--- src/rtl/flt2int_if.sv ---
// flt2int request/result bundle.
// master drives requests, slave returns the converted integer.
interface flt2int_if;
    logic        start;
    logic [15:0] flt_in;
    logic [15:0] int_out;
    logic        done;
    logic        busy;

    modport master (
        output start, flt_in,
        input  int_out, done, busy
    );

    modport slave (
        input  start, flt_in,
        output int_out, done, busy
    );
endinterface

--- src/rtl/flt2int.sv ---
// Half-precision float to 16-bit signed integer converter.
// Serial shifter: one bit of alignment per cycle, truncating toward zero.
module flt2int (
    input  logic      clk,
    input  logic      reset,
    flt2int_if.slave  bus
);
    typedef enum logic [2:0] {
        S_IDLE, S_CLASS, S_SHIFT, S_NEG, S_DONE
    } state_t;

    state_t      r_state, w_state;
    logic [15:0] r_flt, w_flt;
    logic [15:0] r_mag, w_mag;
    logic [3:0]  r_cnt, w_cnt;
    logic        r_left, w_left;
    logic [15:0] r_int, w_int;

    logic        w_s;
    logic [4:0]  w_e;
    logic [9:0]  w_m;
    logic [4:0]  w_diff;

    assign w_s = r_flt[15];
    assign w_e = r_flt[14:10];
    assign w_m = r_flt[9:0];

    // distance of the exponent from the point where mantissa is integral
    assign w_diff = (w_e > 5'd25) ? (w_e - 5'd25) : (5'd25 - w_e);

    assign bus.int_out = r_int;
    assign bus.done    = (r_state == S_DONE);
    assign bus.busy    = (r_state != S_IDLE);

    // state and datapath registers
    always_ff @(posedge clk or negedge reset) begin
        if (!reset) begin
            r_state <= S_IDLE;
            r_flt   <= 16'h0000;
            r_mag   <= 16'h0000;
            r_cnt   <= 4'd0;
            r_left  <= 1'b0;
            r_int   <= 16'h0000;
        end else begin
            r_state <= w_state;
            r_flt   <= w_flt;
            r_mag   <= w_mag;
            r_cnt   <= w_cnt;
            r_left  <= w_left;
            r_int   <= w_int;
        end
    end

    // next-state and datapath update
    always_comb begin
        w_state = r_state;
        w_flt   = r_flt;
        w_mag   = r_mag;
        w_cnt   = r_cnt;
        w_left  = r_left;
        w_int   = r_int;
        unique case (r_state)
            S_IDLE: begin
                if (bus.start) begin
                    w_flt   = bus.flt_in;
                    w_state = S_CLASS;
                end
            end
            S_CLASS: begin
                if (w_e < 5'd15) begin
                    w_int   = 16'h0000;
                    w_state = S_DONE;
                end else if (w_e >= 5'd30) begin
                    // out of range, Inf and NaN all clamp by sign
                    w_int   = w_s ? 16'h8000 : 16'h7FFF;
                    w_state = S_DONE;
                end else begin
                    w_mag   = {5'b0, 1'b1, w_m};
                    w_cnt   = w_diff[3:0];
                    w_left  = (w_e > 5'd25);
                    w_state = (w_diff != 5'd0) ? S_SHIFT : S_NEG;
                end
            end
            S_SHIFT: begin
                w_mag = r_left ? (r_mag << 1) : (r_mag >> 1);
                w_cnt = r_cnt - 4'd1;
                if (r_cnt == 4'd1) begin
                    w_state = S_NEG;
                end
            end
            S_NEG: begin
                w_int   = w_s ? (~r_mag + 16'd1) : r_mag;
                w_state = S_DONE;
            end
            S_DONE: begin
                w_state = S_IDLE;
            end
            default: begin
                w_state = S_IDLE;
            end
        endcase
    end
endmodule

--- src/flat_wrapper.sv ---
// flat-port wrapper written by rule: the top's interface ports become plain ports
module flt2int_flat 
  (clk, reset, bus_start, bus_flt_in, bus_int_out, bus_done, bus_busy);
  flt2int_if bus_i ();
  input  logic clk;
  input  logic reset;
  input wire logic [$bits(bus_i.start)-1:0] bus_start;
  input wire logic [$bits(bus_i.flt_in)-1:0] bus_flt_in;
  output wire logic [$bits(bus_i.int_out)-1:0] bus_int_out;
  output wire logic [$bits(bus_i.done)-1:0] bus_done;
  output wire logic [$bits(bus_i.busy)-1:0] bus_busy;
  assign bus_i.start = bus_start;
  assign bus_i.flt_in = bus_flt_in;
  assign bus_int_out = bus_i.int_out;
  assign bus_done = bus_i.done;
  assign bus_busy = bus_i.busy;
  flt2int u_core (.clk(clk), .reset(reset), .bus(bus_i));
endmodule
--- config.mk ---
export PLATFORM = sky130hd
export DESIGN_NAME = flt2int_flat
export DESIGN_NICKNAME = d
export VERILOG_FILES = /design/src/rtl/flt2int_if.sv /design/src/rtl/flt2int.sv /design/src/flat_wrapper.sv
export SDC_FILE = /design/constraint.sdc
export NUM_CORES = 1
export LEC_CHECK = 0
export CAP_MARGIN = 5
export CORE_MARGIN = 5
export CORE_UTILIZATION = 35
export CTS_BUF_LIST = sky130_fd_sc_hd__clkbuf_4 sky130_fd_sc_hd__clkbuf_8 sky130_fd_sc_hd__clkbuf_16
export DETAILED_ROUTE_END_ITERATION = 8
export MAX_ROUTING_LAYER = met4
export PLACE_DENSITY_LB_ADDON = 0.1
export SLEW_MARGIN = 30
export SYNTH_ARGS = -nofsm -noshare
export SYNTH_HDL_FRONTEND = slang
export SYNTH_SLANG_ARGS = --single-unit
--- constraint.sdc ---
create_clock -name clk -period 1.9 [get_ports clk]
set_input_delay 0.57 -clock clk [delete_from_list [all_inputs] [get_ports clk]]
set_output_delay 0.57 -clock clk [all_outputs]
set_load 0.05 [all_outputs]
== Word-level counts from Yosys, hierarchy flattened ==
Cells that the tools add are included.
Word-level totals
  output and inout bits: 18
  logic and storage cells: 55
  register bits after elaboration: 56
  input bits: 19
Cells by class
  add/subtract/negate cells: 4
  reduce and logical (&&, ||, !) cells: 10
  multiplexer cells: 19
  bitwise operators: 3
  equal/unequal tests: 10
  magnitude comparators: 3
Operator list (count)
  2-to-1 mux 16 bit: 7
  one-hot mux 16 bit (2 select lines): 2
  adder 16 x 1 -> 16 bit (second input constant): 1
  NOT 16 bit: 1
  2-to-1 mux 3 bit: 4
  one-hot mux 3 bit (4 select lines): 1
  2-to-1 mux 4 bit: 2
  one-hot mux 4 bit (2 select lines): 1
  equality test 3 x 2 -> 1 bit (second input constant): 2
  != test 2 bit (second input constant): 3
  AND reduction 2 bit: 3
  AND reduction 3 bit: 2
  >= comparator 5 bit (second input constant): 1
  greater-than comparator 5 bit (second input constant): 1
  < comparator 5 x 4 -> 1 bit (second input constant): 1
  2-to-1 mux 5 bit: 1
  nonzero test 5 bit: 1
  subtractor 5 bit (first input constant): 1
  subtractor 5 bit (second input constant): 1
  equality test 4 x 1 -> 1 bit (second input constant): 1
  nonzero test 2 bit: 2
  subtractor 4 x 1 -> 4 bit (second input constant): 1
  equality test 3 x 1 -> 1 bit (second input constant): 1
  equality test 3 bit (second input constant): 1
  6 further kinds: 7

== Longest topological paths before layout ==
Gate-level depths: netlist of run 1.
  depth in word-level cells: 7
  mapped depth: 8
  gate-level depth less buffers: 7

== Worst setup path before layout of run 1 ==
No wires, ideal clock.
  path kind: reg-to-output
  from: register u_core.r_state[1]
  to: output bus_done
  arrival: 1.751 ns
  buffers on the path: 1
  data required time: 1.330 ns
  stages on the path, launching flop included: 3
  path slack: -0.421 ns
  path through: dfrtp_1 > clkbuf_8 > nor3b_1
On the way
  longest elaborated chain between the ends: 1
RTL lines
  from (decl): line flt2int.sv:12  | state_t r_state, w_state;
  from (signal assigned): line flt2int.sv:45  | r_state <= w_state;
  equality test 3 bit: line flt2int.sv:32  | assign bus.done = (r_state == S_DONE);
  to (decl): line flat_wrapper.sv:10  | output wire logic [$bits(bus_i.done)-1:0] bus_done;
No other way between the ends.

== Worst setup path after layout of run 1 ==
  from: register u_core.r_flt[11]
  to: register u_core.r_int[1] (netlist: u_core.bus.int_out[1])
On the way
  longest elaborated chain between the ends: 3
  elaborated cells between the ends (all ways): 6
  those cells by class: order compare (2); eq/ne (1); mux (2); reduce/logical (1)
RTL lines
  from (decl): line flt2int.sv:13  | logic [15:0] r_flt, w_flt;
  from (signal assigned): line flt2int.sv:46  | r_flt <= w_flt;
  < comparator 5 x 4 -> 1 bit / >= comparator 5 bit (equally long branches): line flt2int.sv:70, flt2int.sv:73
  2-to-1 mux 16 bit / != test 3 x 1 -> 1 bit (equally long branches)
  one-hot mux 16 bit (2 select lines) / AND reduction 2 bit (equally long branches)
  to (signal assigned): line flt2int.sv:50  | r_int <= w_int;
  to (decl): line flt2int.sv:17  | logic [15:0] r_int, w_int;
Parallel ways exist; a longest one is shown, timed or not.
A chain may end at the register's enable or synchronous reset.

==> results of run 1 <==
worst max-delay path, stage by stage, from the launching register on:
cell     delay [ns]
dfrtp_1        0.41
ha_2           0.24
a31oi_4        0.10
buf_4          0.17
a211o_2        0.33
nand2_1        0.10
inv_1          0.08
buf_12         0.15
o22a_1         0.18
power breakdown:
part	internal (mW)	switching (mW)
Clock	0.280	0.446
Combinational	2.26	2.54
Sequential	1.76	0.511
timing repair:
item                                    CTS  global route
buffers inserted                          2             3
pin swaps                                 2             5
resized for setup                         8            12
hold buffers                              0             0
endpoints found under the setup margin   10            31
metrics by stage:
step           std cells  area (um^2)  hold slack, ns
6_report             502         4287          0.1228
3_5_place_dp         489         4076          0.4874
5_1_grt              502         4287          0.1273
2_1_floorplan        308         3273          0.2744
4_1_cts              499         4213          0.1278
3_3_place_gp         489         4076          0.4769
sequential cells by signal, summed over array words and instances (netlist names):
name / cells
u_core.bus.int_out: 16
u_core.r_flt: 16
u_core.r_mag: 16
u_core.r_cnt: 4
u_core.r_state: 3
u_core.r_left: 1
worst max-delay path by stage:
stage,from,endpoint,slack [ns],cells past startpoint
floorplan,u_core.r_flt[11],u_core.r_state[0],0.004,5
global placement,bus_start,u_core.r_flt[5],-0.06,5
detailed placement,bus_start,u_core.r_flt[3],-0.09,5
CTS,u_core.r_state[1],bus_busy,0.008,4
global route,u_core.r_flt[11],u_core.bus.int_out[1],-0.04,8
finish,u_core.r_flt[11],u_core.bus.int_out[1],0.03,8
layer usage:
metal / vias to the layer above / GRT usage, % / part of all wire [%]
met2: 51 / 23.26 / 46
met4: 0 / 3.196 / 1.3
met5: - / - / 0
met1: 1280 / 21.83 / 50
li1: 1329 / - / -
met3: 9 / 2.914 / 3.4
area by class of cell:
| class | instances | area (um^2) | area share [%] |
|---|---|---|---|
| well taps | 111 | 138.9 | 3.240 |
| repair buffers | 97 | 850.8 | 19.85 |
| flip-flops and latches | 56 | 1406 | 32.81 |
| inverters | 14 | 52.55 | 1.226 |
| multi-input cells | 216 | 1740 | 40.60 |
| clock inverters | 3 | 28.78 | 0.6713 |
| clock buffers | 5 | 68.82 | 1.605 |
kinds of logic (layout without fill, tap and decap cells):
| logic type | count (synthesis) | in the layout | synth area share [%] |
|---|---|---|---|
| and+or+nand+nor | 94 | 94 | 16.72 |
| AOI/OAI and AO/OA | 77 | 77 | 19.42 |
| DFF | 56 | 56 | 43.06 |
| buffers and inverters | 36 | 119 | 5.921 |
| muxes | 33 | 33 | 10.73 |
| adders and majority gates | 8 | 8 | 3.076 |
| xor gates and xnor gates | 4 | 4 | 1.077 |
placed cells by master, fill, tap and decap left out, types with 5 or more instances in the layout:
cell type,count
buf_4,71
o221a_2,7
clkbuf_8,5
nand2b_1,6
a21oi_1,8
nand2_1,29
mux2_2,14
mux2i_1,18
nor2_1,11
o32a_1,6
inv_1,11
dfrtp_1,52
o21ai_0,11
or3_1,8
a2bb2oi_1,6
buf_12,6
nor3_1,5
ha_1,6
clkdlybuf4s50_1,17
==> results.ini, run 1 <==
[synth]
syn_nets = 335
avgSynthCellArea_um2 = 10.57
syn_area_um2 = 3254
ys_seq_area_share_pct = 43.06
synth_seq_cells = 56
yosys-top-cells-count = 56 x dfrtp_1, 29 x nand2_1, 18 x mux2i_1
yosysTopAreaCell = dfrtp_1
synthFlopType = dfrtp_1
synth_edf_count = 0
synthMostInstantiatedCell = dfrtp_1
synth_cell_types = 70
yosys_warnings = 0
synthTopCellsByArea = dfrtp_1 43%, mux2i_1 5.5%, mux2_2 5.2%
syn_inst = 308
netlist.area_leader.share_pct = 43.06
async_flop_share_pct = 100.0

[job]
drv_cap = 0

[final_layout]
nFillCells = 865
antenna_cells = 0
nets = 417
final_core_util_pct = 46.84
drive_above_1_share_pct = 35.55
syn_to_final_growth_pct = 31.72

[sta]
worst_pin_slew_ns = 0.4576
finalClockSkew_ns = 0.007745
fmax_mhz = 536.1
rsz0062_at_grt = true
slew_violations = 0
finalCriticalPeriod_ns = 1.865
hold_viol = 0
slew-limit-headroom_pct = 68.71
fin_crit_sh_pct = 98.18
post-route-worst-setup-slack_ns = 0.03461
tns_ns = 0
finalSetupViolCount = 0

[place]
post-dp-hpwl_mm = 6.231
place_congestion = 0.8651
port_buffers = 36
dp_slack_ns = -0.09201

[routing]
drt_first_iter_violations = 106
vias_per_cell = 5.317
wire_per_inst_um = 16.25
drc = 0
wirelength_mm = 8.155
first_pass_iters = 4
ant_nets = 0
dr_total_vias = 2669

[cts]
numClockSinks = 56
cts_made_buffers = 5
h-tree-depth = 2
path_clk_slew_ns = 0.11
cts_tree = built
insertion_delay_ns = 0.32
cts_root_buffer = clkbuf_8
clockBufferDepth = 2

[pwr]
ir_worst_vdd_mv = 0.9709
power_mw = 7.790
leakage_nw = 1.841
powerDensity_nw_per_um2 = 1817

[setup_path]
path_class = reg -> reg
r2r_start = u_core.r_flt[11]
cp.arrival_ns = 2.08
r2r_cells = 8
path_max_fanout = 12
crit_path_start_kind = register
r2r_slack_ns = 0.03
worstSetupEndpointType = register
rr_endpoint = u_core.bus.int_out[1]
cp_data_required_time_ns = 2.12

[global_route]
antenna_found_initial = 0
grt_pass1_wl_mm = 13.74
grt_usage_pct = 15.44
grt_pass1_vias = 2637
grt_overflow = 0
grt_max_degree = 45

[floorplan]
core_um2 = 9153
die_w_um = 106.4
core.rowCount = 35
dieArea_um2 = 11330
io-pin-count = 37
die_y_um = 106.4
initial_core_util_pct = 35.56

[outcome]
status = complete, no violations

[hold_path]
min_path_type = in -> async

No activity file was read; power rests on OpenSTA's default activity.
==> run 2: changes to the inputs <==
- CAP_MARGIN: 5 -> 10
- HOLD_SLACK_MARGIN: not set -> 0.06
- SLEW_MARGIN: 30 -> 5
==> results of run 2 <==
The final DEF is identical to that of run 1; final timing and power are the same.
==> run 3: changes to the inputs <==
- CORE_UTILIZATION: 35 -> 40
==> run 3 against run 2 <==
  * First-iteration DRC count fell by 9.4%
  * Die area fell by 11%
  * Register-to-register slack improved by 0.03 ns
  * Final area fell by 0.64%
  * Setup slack improved by 0.010 ns
  * Flip-flop and latch count did not move
  * Combinational power fell by 2%
  * Clock skew rose by 0.0036 ns
  * Routed wire length fell by 2.2%
  * Power rose by 0.66%
  * Count of clock-buffer cells in the layout rose by 1
  * Core utilization rose by 6.1 points
==> results.ini, run 3 (synthesis results as in run 1) <==
[floorplan]
die_w_um = 100.2
io-pin-count = 37
core.rowCount = 33
die_y_um = 100.2
dieArea_um2 = 10040
initial_core_util_pct = 40.42
core_um2 = 8051

[final_layout]
nets = 408
final_cell_mix = 61 x buf_4, 53 x dfrtp_1, 28 x nand2_1
syn_to_final_growth_pct = 30.87
final_core_util_pct = 52.90
drive_above_1_share_pct = 34.03
antenna_cells = 0
fin_cells = 487
layout_commonest_cell = buf_4

[setup_path]
cp_data_required_time_ns = 1.33
path_class = reg -> out
cp.arrival_ns = 1.29
crit_path_start_kind = register
worstSetupEndpointType = output port
path_max_fanout = 7

[cts]
insertion_delay_ns = 0.31
h-tree-depth = 2
path_clk_slew_ns = 0.11
cts_made_buffers = 5
clockBufferDepth = 2
cts_root_buffer = clkbuf_8
cts_tree = built
numClockSinks = 56
hold_buffers = 0

[pwr]
power_switching_mw = 3.431
combPwrFrac_pct = 60.1
power_frac_seq_pct = 29.2
powerDensity_nw_per_um2 = 1841
internal-power_mw = 4.410
switching_share_pct = 43.76
power_mw = 7.841
ir_worst_vdd_mv = 0.5988
leakage_nw = 1.807
p_clk_share_pct = 10.7

[routing]
wire_per_inst_um = 16.38
drt_first_iter_violations = 96
first_pass_iters = 4
drc = 0
vias_per_cell = 5.366
wirelength_mm = 7.979
ant_nets = 0
dr_total_vias = 2613

[global_route]
met2_usage_pct = 27.12
use_met3_pct = 2.502
grt.busiest_layer = met2
grt_usage_pct = 17.22
grt_pass1_vias = 2634
grtUsageMet1_pct = 23.80
grt_max_degree = 43
grt_pass1_wl_mm = 13.63
antenna_found_initial = 0
grt_overflow = 0

[job]
drv_cap = 0

[place]
post-dp-hpwl_mm = 5.900
place_inst = 477
port_buffers = 36
dp_slack_ns = -0.09824
place_congestion = 0.8853

[sta]
rsz0062_at_grt = true
finalSetupViolCount = 0
slew-limit-headroom_pct = 66.10
hold_slack_ns = 0.1581
post-route-worst-setup-slack_ns = 0.04472
worst_pin_slew_ns = 0.5086
finalCriticalPeriod_ns = 1.855
finalClockSkew_ns = 0.01134
fmax_mhz = 539.0
slew_violations = 0
hold_viol = 0
fin_crit_sh_pct = 97.65

[hold_path]
min_path_type = in -> async

[outcome]
status = complete, no violations

run 3: cell types whose count changed in the layout (fill, tap and decap cells not counted), sizes merged:
cell    change
clkinv      +1
buf         -9
clkbuf      +1
inv         -3
bufinv      +1
run 3: final cells by class:
class	instances	area [um^2]
Timing Repair Buffer	88	795.8
Clock inverter	2	38.79
Tap cell	105	131.4
Inverter	14	52.55
Multi-Input combinational cell	216	1753
Clock buffer	6	82.58
Fill cell	738	3792
Sequential cell	56	1405
run 3: metrics by stage:
step / setup TNS (ns) / area (um^2)
after floorplan: 0 / 3273
final: 0 / 4259
after CTS: 0 / 4179
after detailed placement: -1.059 / 4036
after global routing: -0.04722 / 4259
after global placement: -0.8145 / 4036
run 3: layer usage:
layer / wire, um / vias up / share of wire (%)
li1: - / 1299 / -
met1: 3982 / 1279 / 50
met5: 0 / - / 0
met3: 197 / 5 / 2.5
met2: 3733 / 30 / 47
met4: 66 / 0 / 0.83
run 3: worst paths after layout:
| check | start | to | slack (ns) | cells after the start |
|---|---|---|---|---|
| worst max-delay path | u_core.r_state[1] | bus_done | 0.04 | 3 |
| worst min-delay path | reset | u_core.bus.int_out[14] | 0.16 | 1 |
| worst max register to register | u_core.r_flt[11] | u_core.r_mag[3] | 0.06 | 5 |
| worst min register to register | u_core.bus.int_out[4] | u_core.bus.int_out[4] | 0.50 | 1 |
| max in group asynchronous | reset | u_core.r_state[0] | 1.17 | 2 |
| min in group clk | u_core.bus.int_out[4] | u_core.bus.int_out[4] | 0.50 | 1 |
run 3: critical path, cell delays in order (launching register included):
cell     delay (ns)
dfrtp_2        0.43
buf_4          0.17
nor3b_4        0.22
buf_12         0.16
run 3: repair_timing:
| action | 4_1_cts | 5_1_grt |
|---|---|---|
| buffers inserted | 1 | 1 |
| pin swaps | 1 | 6 |
| gates resized for setup | 5 | 17 |
| endpoints found under the setup margin | 11 | 34 |
run 3: power groups by stage:
stage	logic, mW	registers (mW)	clock network (mW)
after floorplan	2.39	2.77	0
after global placement	4.50	2.27	0
after detailed placement	4.55	2.29	0
after CTS	4.61	2.26	0.870
after global routing	5.13	2.37	0.905
final	4.71	2.29	0.837
